==> src/rtl/mgmt_sram_arbiter.sv <==
// Multi-bank DFFRAM controller: Wishbone slave plus read-only housekeeping port with starvation guard.
// Optional feature: define MGMT_SRAM_WB_ERR_EN to answer out-of-range WB accesses with wb_err_o.
module mgmt_sram_arbiter #(
  parameter int AW         = 8,
  parameter int BANKS      = 2,
  parameter int STARVE_MAX = 4,
  localparam int BW        = (BANKS > 1) ? $clog2(BANKS) : 1,
  localparam int IW        = AW + BW
) (
  input  logic                  core_clk,
  input  logic                  core_rst,
  input  logic                  wb_cyc_i,
  input  logic                  wb_stb_i,
  input  logic                  wb_we_i,
  input  logic [3:0]            wb_sel_i,
  input  logic [31:0]           wb_adr_i,
  input  logic [31:0]           wb_dat_i,
  output logic [31:0]           wb_dat_o,
  output logic                  wb_ack_o,
  output logic                  wb_err_o,
  input  logic                  ro_req,
  input  logic [IW-1:0]         ro_addr,
  output logic [31:0]           ro_data,
  output logic                  ro_valid,
  output logic [BANKS-1:0]      mem_en,
  output logic [4*BANKS-1:0]    mem_we,
  output logic [AW*BANKS-1:0]   mem_a,
  output logic [32*BANKS-1:0]   mem_di,
  input  logic [32*BANKS-1:0]   mem_do
);

  localparam int SW = $clog2(STARVE_MAX + 1);

`ifdef MGMT_SRAM_WB_ERR_EN
  localparam bit ErrEn = 1'b1;
`else
  localparam bit ErrEn = 1'b0;
`endif

  typedef enum logic [1:0] {IDLE, WB_RD, RO_RD, RESP} state_e;

  state_e          state_q;
  logic [SW-1:0]   starveCnt_q, starveCnt_d;
  logic [BW-1:0]   bank_q;
  logic            oor_q;
  logic [31:0]     wbDat_q, roData_q;
  logic            wbAck_q, wbErr_q, roValid_q;

  logic [IW-1:0]   wbIdx, issueIdx;
  logic [BW-1:0]   issueBank;
  logic [AW-1:0]   issueAddr;
  logic            issueOor, wbReq, starved, grantRo, grantWb;
  logic [31:0]     rdWord, rdData;
  logic            unusedAdr;

  assign wbIdx     = wb_adr_i[IW+1:2];
  assign unusedAdr = ^{wb_adr_i[31:IW+2], wb_adr_i[1:0]};

  assign wbReq   = wb_cyc_i & wb_stb_i & ~wb_ack_o & ~wb_err_o;
  assign starved = ro_req & (starveCnt_q == SW'(STARVE_MAX));
  assign grantRo = (state_q == IDLE) & ~core_rst & ro_req & (~wbReq | starved);
  assign grantWb = (state_q == IDLE) & ~core_rst & wbReq & ~grantRo;

  assign issueIdx  = grantRo ? ro_addr : wbIdx;
  assign issueBank = issueIdx[IW-1:AW];
  assign issueAddr = issueIdx[AW-1:0];
  // Only reachable when BANKS is not a power of two.
  assign issueOor  = {1'b0, issueBank} >= (BW+1)'(BANKS);

  assign mem_a  = {BANKS{issueAddr}};
  assign mem_di = {BANKS{wb_dat_i}};

  always_comb begin
    mem_en = '0;
    mem_we = '0;
    for (int b = 0; b < BANKS; b++) begin
      if ((grantRo | grantWb) & ~issueOor & (issueBank == BW'(b))) begin
        mem_en[b] = 1'b1;
        if (grantWb & wb_we_i) mem_we[4*b +: 4] = wb_sel_i;
      end
    end
  end

  always_comb begin
    rdWord = '0;
    for (int b = 0; b < BANKS; b++) begin
      if (bank_q == BW'(b)) rdWord = mem_do[32*b +: 32];
    end
  end

  assign rdData = oor_q ? 32'h0 : rdWord;

  // Counts WB grants taken while RO waits; clears whenever RO is served or stops asking.
  always_comb begin
    starveCnt_d = starveCnt_q;
    if (!ro_req || grantRo) begin
      starveCnt_d = '0;
    end else if (grantWb && (starveCnt_q != SW'(STARVE_MAX))) begin
      starveCnt_d = starveCnt_q + 1'b1;
    end
  end

  always_ff @(posedge core_clk) begin
    if (core_rst) begin
      state_q     <= IDLE;
      starveCnt_q <= '0;
      bank_q      <= '0;
      oor_q       <= 1'b0;
      wbDat_q     <= '0;
      roData_q    <= '0;
      wbAck_q     <= 1'b0;
      wbErr_q     <= 1'b0;
      roValid_q   <= 1'b0;
    end else begin
      starveCnt_q <= starveCnt_d;
      case (state_q)
        IDLE: begin
          bank_q <= issueBank;
          oor_q  <= issueOor;
          if (grantRo) begin
            state_q <= RO_RD;
          end else if (grantWb) begin
            if (wb_we_i) begin
              state_q <= RESP;
              if (issueOor && ErrEn) begin
                wbErr_q <= 1'b1;
                wbDat_q <= '0;
              end else begin
                wbAck_q <= 1'b1;
              end
            end else begin
              state_q <= WB_RD;
            end
          end
        end
        WB_RD: begin
          state_q <= RESP;
          if (oor_q && ErrEn) begin
            wbErr_q <= 1'b1;
            wbDat_q <= '0;
          end else begin
            wbAck_q <= 1'b1;
            wbDat_q <= rdData;
          end
        end
        RO_RD: begin
          state_q   <= RESP;
          roValid_q <= 1'b1;
          roData_q  <= rdData;
        end
        RESP: begin
          state_q   <= IDLE;
          wbAck_q   <= 1'b0;
          wbErr_q   <= 1'b0;
          roValid_q <= 1'b0;
        end
        default: state_q <= IDLE;
      endcase
    end
  end

  assign wb_dat_o = wbDat_q;
  assign wb_ack_o = wbAck_q;
  assign wb_err_o = wbErr_q;
  assign ro_data  = roData_q;
  assign ro_valid = roValid_q;

endmodule

==> config.mk <==
export PLATFORM = sky130hd
export DESIGN_NAME = mgmt_sram_arbiter
export DESIGN_NICKNAME = d
export VERILOG_FILES = /design/src/rtl/mgmt_sram_arbiter.sv
export SDC_FILE = /design/constraint.sdc
export NUM_CORES = 1
export LEC_CHECK = 0
export CORE_AREA = 2 2 119 121
export DETAILED_ROUTE_END_ITERATION = 7
export DIE_AREA = 0 0 121 123
export PLACE_DENSITY = 0.7
export SETUP_SLACK_MARGIN = 0.2
export SLEW_MARGIN = 20
export SYNTH_ARGS = -nofsm -noshare
export SYNTH_HDL_FRONTEND = slang
export SYNTH_SLANG_ARGS = --single-unit
export TNS_END_PERCENT = 5
==> constraint.sdc <==
create_clock -name core_clk -period 2.58 [get_ports core_clk]
set_clock_uncertainty 0.2 [all_clocks]
set_input_delay 0.516 -clock core_clk [delete_from_list [all_inputs] [get_ports core_clk]]
set_output_delay 0.516 -clock core_clk [all_outputs]
set_load 0.02 [all_outputs]
==> flow_metrics.py <==
metrics = {
    "cells_and_area": {
        "diodes": 0,
        "layout_common_cells": "clkdlybuf4s50_1, nor2_1, dfxtp_1, a211oi_1, buf_4",
        "fin_cells": 724,
        "nNetsFinal": 694,
        "drive_above_1_share_pct": 20.0,
        "area_delta_synth_final_pct": 54.6,
        "fin_util_pct": 43.0,
        "final_common_cell": "clkdlybuf4s50_1",
        "stdcell_area_sq_um": 5850,
    },
    "routing": {
        "drc": 0,
        "drt-pass1-iter-count": 4,
        "met3_length_um": 874,
        "wl_met1_um": 4040,
        "drt-vias-per-instance": 4.62,
        "wl_per_cell_um": 14.7,
        "via_count": 3344,
        "drt-total-wl_um": 10600,
        "wl_met2_um": 5350,
        "drtIter0Drc": 117,
        "drtAntennaViolNets": 0,
        "dr.max_layer_used": "met4",
    },
    "timing": {
        "fin_crit_sh_pct": 103,
        "rsz0062_at_grt": "yes",
        "setup_viol": 16,
        "fin_crit_ns": 2.65,
        "hold_viol": 0,
        "max_freq_ghz": 0.378,
        "final_max_slew_viol_count": 0,
        "tightest_slew_ns": 0.587,
        "worst_slack_ns": -0.0665,
        "tns_ns": -0.767,
        "relSlewSlack_pct": 60.9,
        "whs_ns": 0.284,
    },
    "global_route": {
        "grt_pass1_wl_um": 16100,
        "overflow": 0,
        "antenna_found_initial": 0,
        "grt_max_degree": 49,
        "grt_pass1_vias": 3339,
        "grt_use_total_pct": 13.8,
    },
    "critical_path": {
        "crit_path_top_delay_cell": "mux2_4",
        "crit_chain": "clkdlybuf4s15_1, and3b_2, a211oi_4, buf_4, buf_12, mux2_4, buf_6",
        "arrival_ns": 1.93,
        "cp_slowest_stage_delay_ns": 0.33,
        "path_class": "in -> out",
        "critPathLaunch": "wb_cyc_i",
        "start_kind": "primary input",
        "worst_ep_required_time_ns": 1.86,
        "cp_top_family": "buffers and inverters",
        "crit_buf_inv": 4,
        "r2r-start": "state_q[1]$_SDFFE_PP0P_",
        "worst_setup_path_end_kind": "output pin",
        "worstPathMaxFanout": 7,
    },
    "clock_tree": {
        "cts.sinks": 72,
        "ctsRootBufferMaster": "clkbuf_16",
        "clkTransAtPathRegs_ns": 0.05,
        "clk_latency_ns": 0.32,
        "cts_tree": "yes",
        "clockBufferDepth": 2,
        "cts_buffers": 9,
        "h-tree-depth": 3,
    },
    "run_status": {
        "status": "finished, violations left",
        "violations": "negative setup slack",
    },
    "worst_hold_path": {
        "hold_path_class": "reg -> reg",
        "hold_path_startpoint": "ro_data[6]$_SDFFE_PP0P_",
    },
    "pwr": {
        "power_mw": 6.31,
        "p_per_area_nw_per_um2": 1080,
        "p_leak_nw": 2.20,
        "vdd_drop_max_mv": 0.317,
    },
    "synthesis": {
        "synth_seq_cells": 72,
        "syn_nets": 574,
        "avgSynthCellArea_sq_um": 9.04,
        "synth_area_sq_um": 3790,
        "synth_seq_area_share_pct": 38.1,
        "ys_warn_count": 0,
        "syn_inst": 419,
        "synth.distinct_cells": 32,
    },
    "place": {
        "place_area_sq_um": 5370,
        "portBuffers": 183,
        "dp_hpwl_um": 7880,
        "pre_cts_ws_ns": -0.664,
        "routabilityCongestion": 0.787,
        "dpl.cell_count": 704,
    },
    "floorplanning": {
        "dieArea_sq_um": 14900,
        "die_width_um": 121,
        "io_pins": 304,
        "die_h_um": 123,
        "start_util_pct": 27.8,
        "rows": 43,
        "coreArea_sq_um": 13600,
    },
    "run": {
        "maxCapViolations": 0,
    },
}
-- power breakdown --
| group | internal [mW] | total (mW) | switching, mW |
|---|---|---|---|
| logic | 1.57 | 3.23 | 1.67 |
| registers | 1.51 | 1.77 | 0.255 |
| clock network | 0.872 | 1.31 | 0.437 |
-- synth_stat cells --
cell	count	area share [%]
a211oi_1	64	13
a211oi_4	1	0.53
a21oi_1	4	0.53
a22o_1	2	0.46
a311oi_1	2	0.46
and2_1	9	1.5
and3_1	1	0.17
and3b_2	1	0.26
buf_1	4	0.40
buf_2	4	0.53
buf_4	84	17
buf_6	2	0.59
clkbuf_1	15	1.5
conb_1	1	0.099
dfxtp_1	72	38
ha_1	8	2.6
inv_1	8	0.79
mux2_2	8	2.4
mux2i_1	32	8.5
nand2_1	7	0.69
nand2b_1	3	0.50
nand2b_4	1	0.36
nand3_1	2	0.26
nand3b_1	1	0.20
nor2_1	70	6.9
nor3_1	3	0.40
nor4_1	2	0.33
o21ai_0	1	0.13
o21ai_2	1	0.23
o311a_1	1	0.26
o31ai_1	4	0.79
or3b_1	1	0.23
-- area by class of cell --
| cell class | count | area [sq um] |
|---|---|---|
| Fill cell | 1290 | 7760 |
| Timing Repair Buffer | 218 | 2170 |
| Multi-Input combinational cell | 230 | 1670 |
| Sequential cell | 72 | 1450 |
| Clock buffer | 13 | 250 |
| Tap cell | 180 | 225 |
| Clock inverter | 3 | 65.1 |
| Inverter | 8 | 30.0 |
-- worst register-to-register path, delay by kind of cell, from the launching register on --
family	cells	cell delay, ns
adders and majority gates	1	0.41
AOI/OAI and AO/OA	1	0.24
DFF	1	0.31
buffers and inverters	3	0.51
and+or+nand+nor	1	0.10
-- sequential cells by signal, summed over array words and instances, names as in the netlist --
register,count
wb_ack_o,1
wb_dat_o,32
starveCnt_q,3
bank_q,1
state_q,2
ro_data,32
ro_valid,1
-- what timing repair did --
action                                  in CTS  in global routing
gates cloned                                 1                  0
setup buffers                                3                  0
pin swaps                                    4                  0
hold buffers                                 0                  0
endpoints found under the setup margin      26                 26
resized for setup                          178                 13
-- cell families after synthesis --
| group | Yosys count | share of synthesized area, % |
|---|---|---|
| other | 1 | 0.0990 |
| AOI/OAI and AO/OA | 80 | 16.1 |
| DFF | 72 | 38.1 |
| adders and majority gates | 8 | 2.64 |
| muxes | 40 | 10.8 |
| and+or+nand+nor | 101 | 11.8 |
| buffers and inverters | 117 | 20.4 |
-- final timing paths --
check                                            endpoint  slack (ns)  cells after the start
worst max-delay path                             mem_a[9]       -0.07                      7
worst min-delay path              ro_data[6]$_SDFFE_PP0P_        0.28                      2
worst max register to register  wb_dat_o[26]$_SDFFE_PP0N_        0.72                      6
worst min register to register    ro_data[6]$_SDFFE_PP0P_        0.28                      2
-- layer usage --
layer  global-route usage [%]  vias up
li1                         -     1613
met1                     15.0     1525
met2                     24.2      171
met3                     3.83       35
met4                     7.78        0
met5                        0        -
No activity file was read; power rests on OpenSTA's default activity.
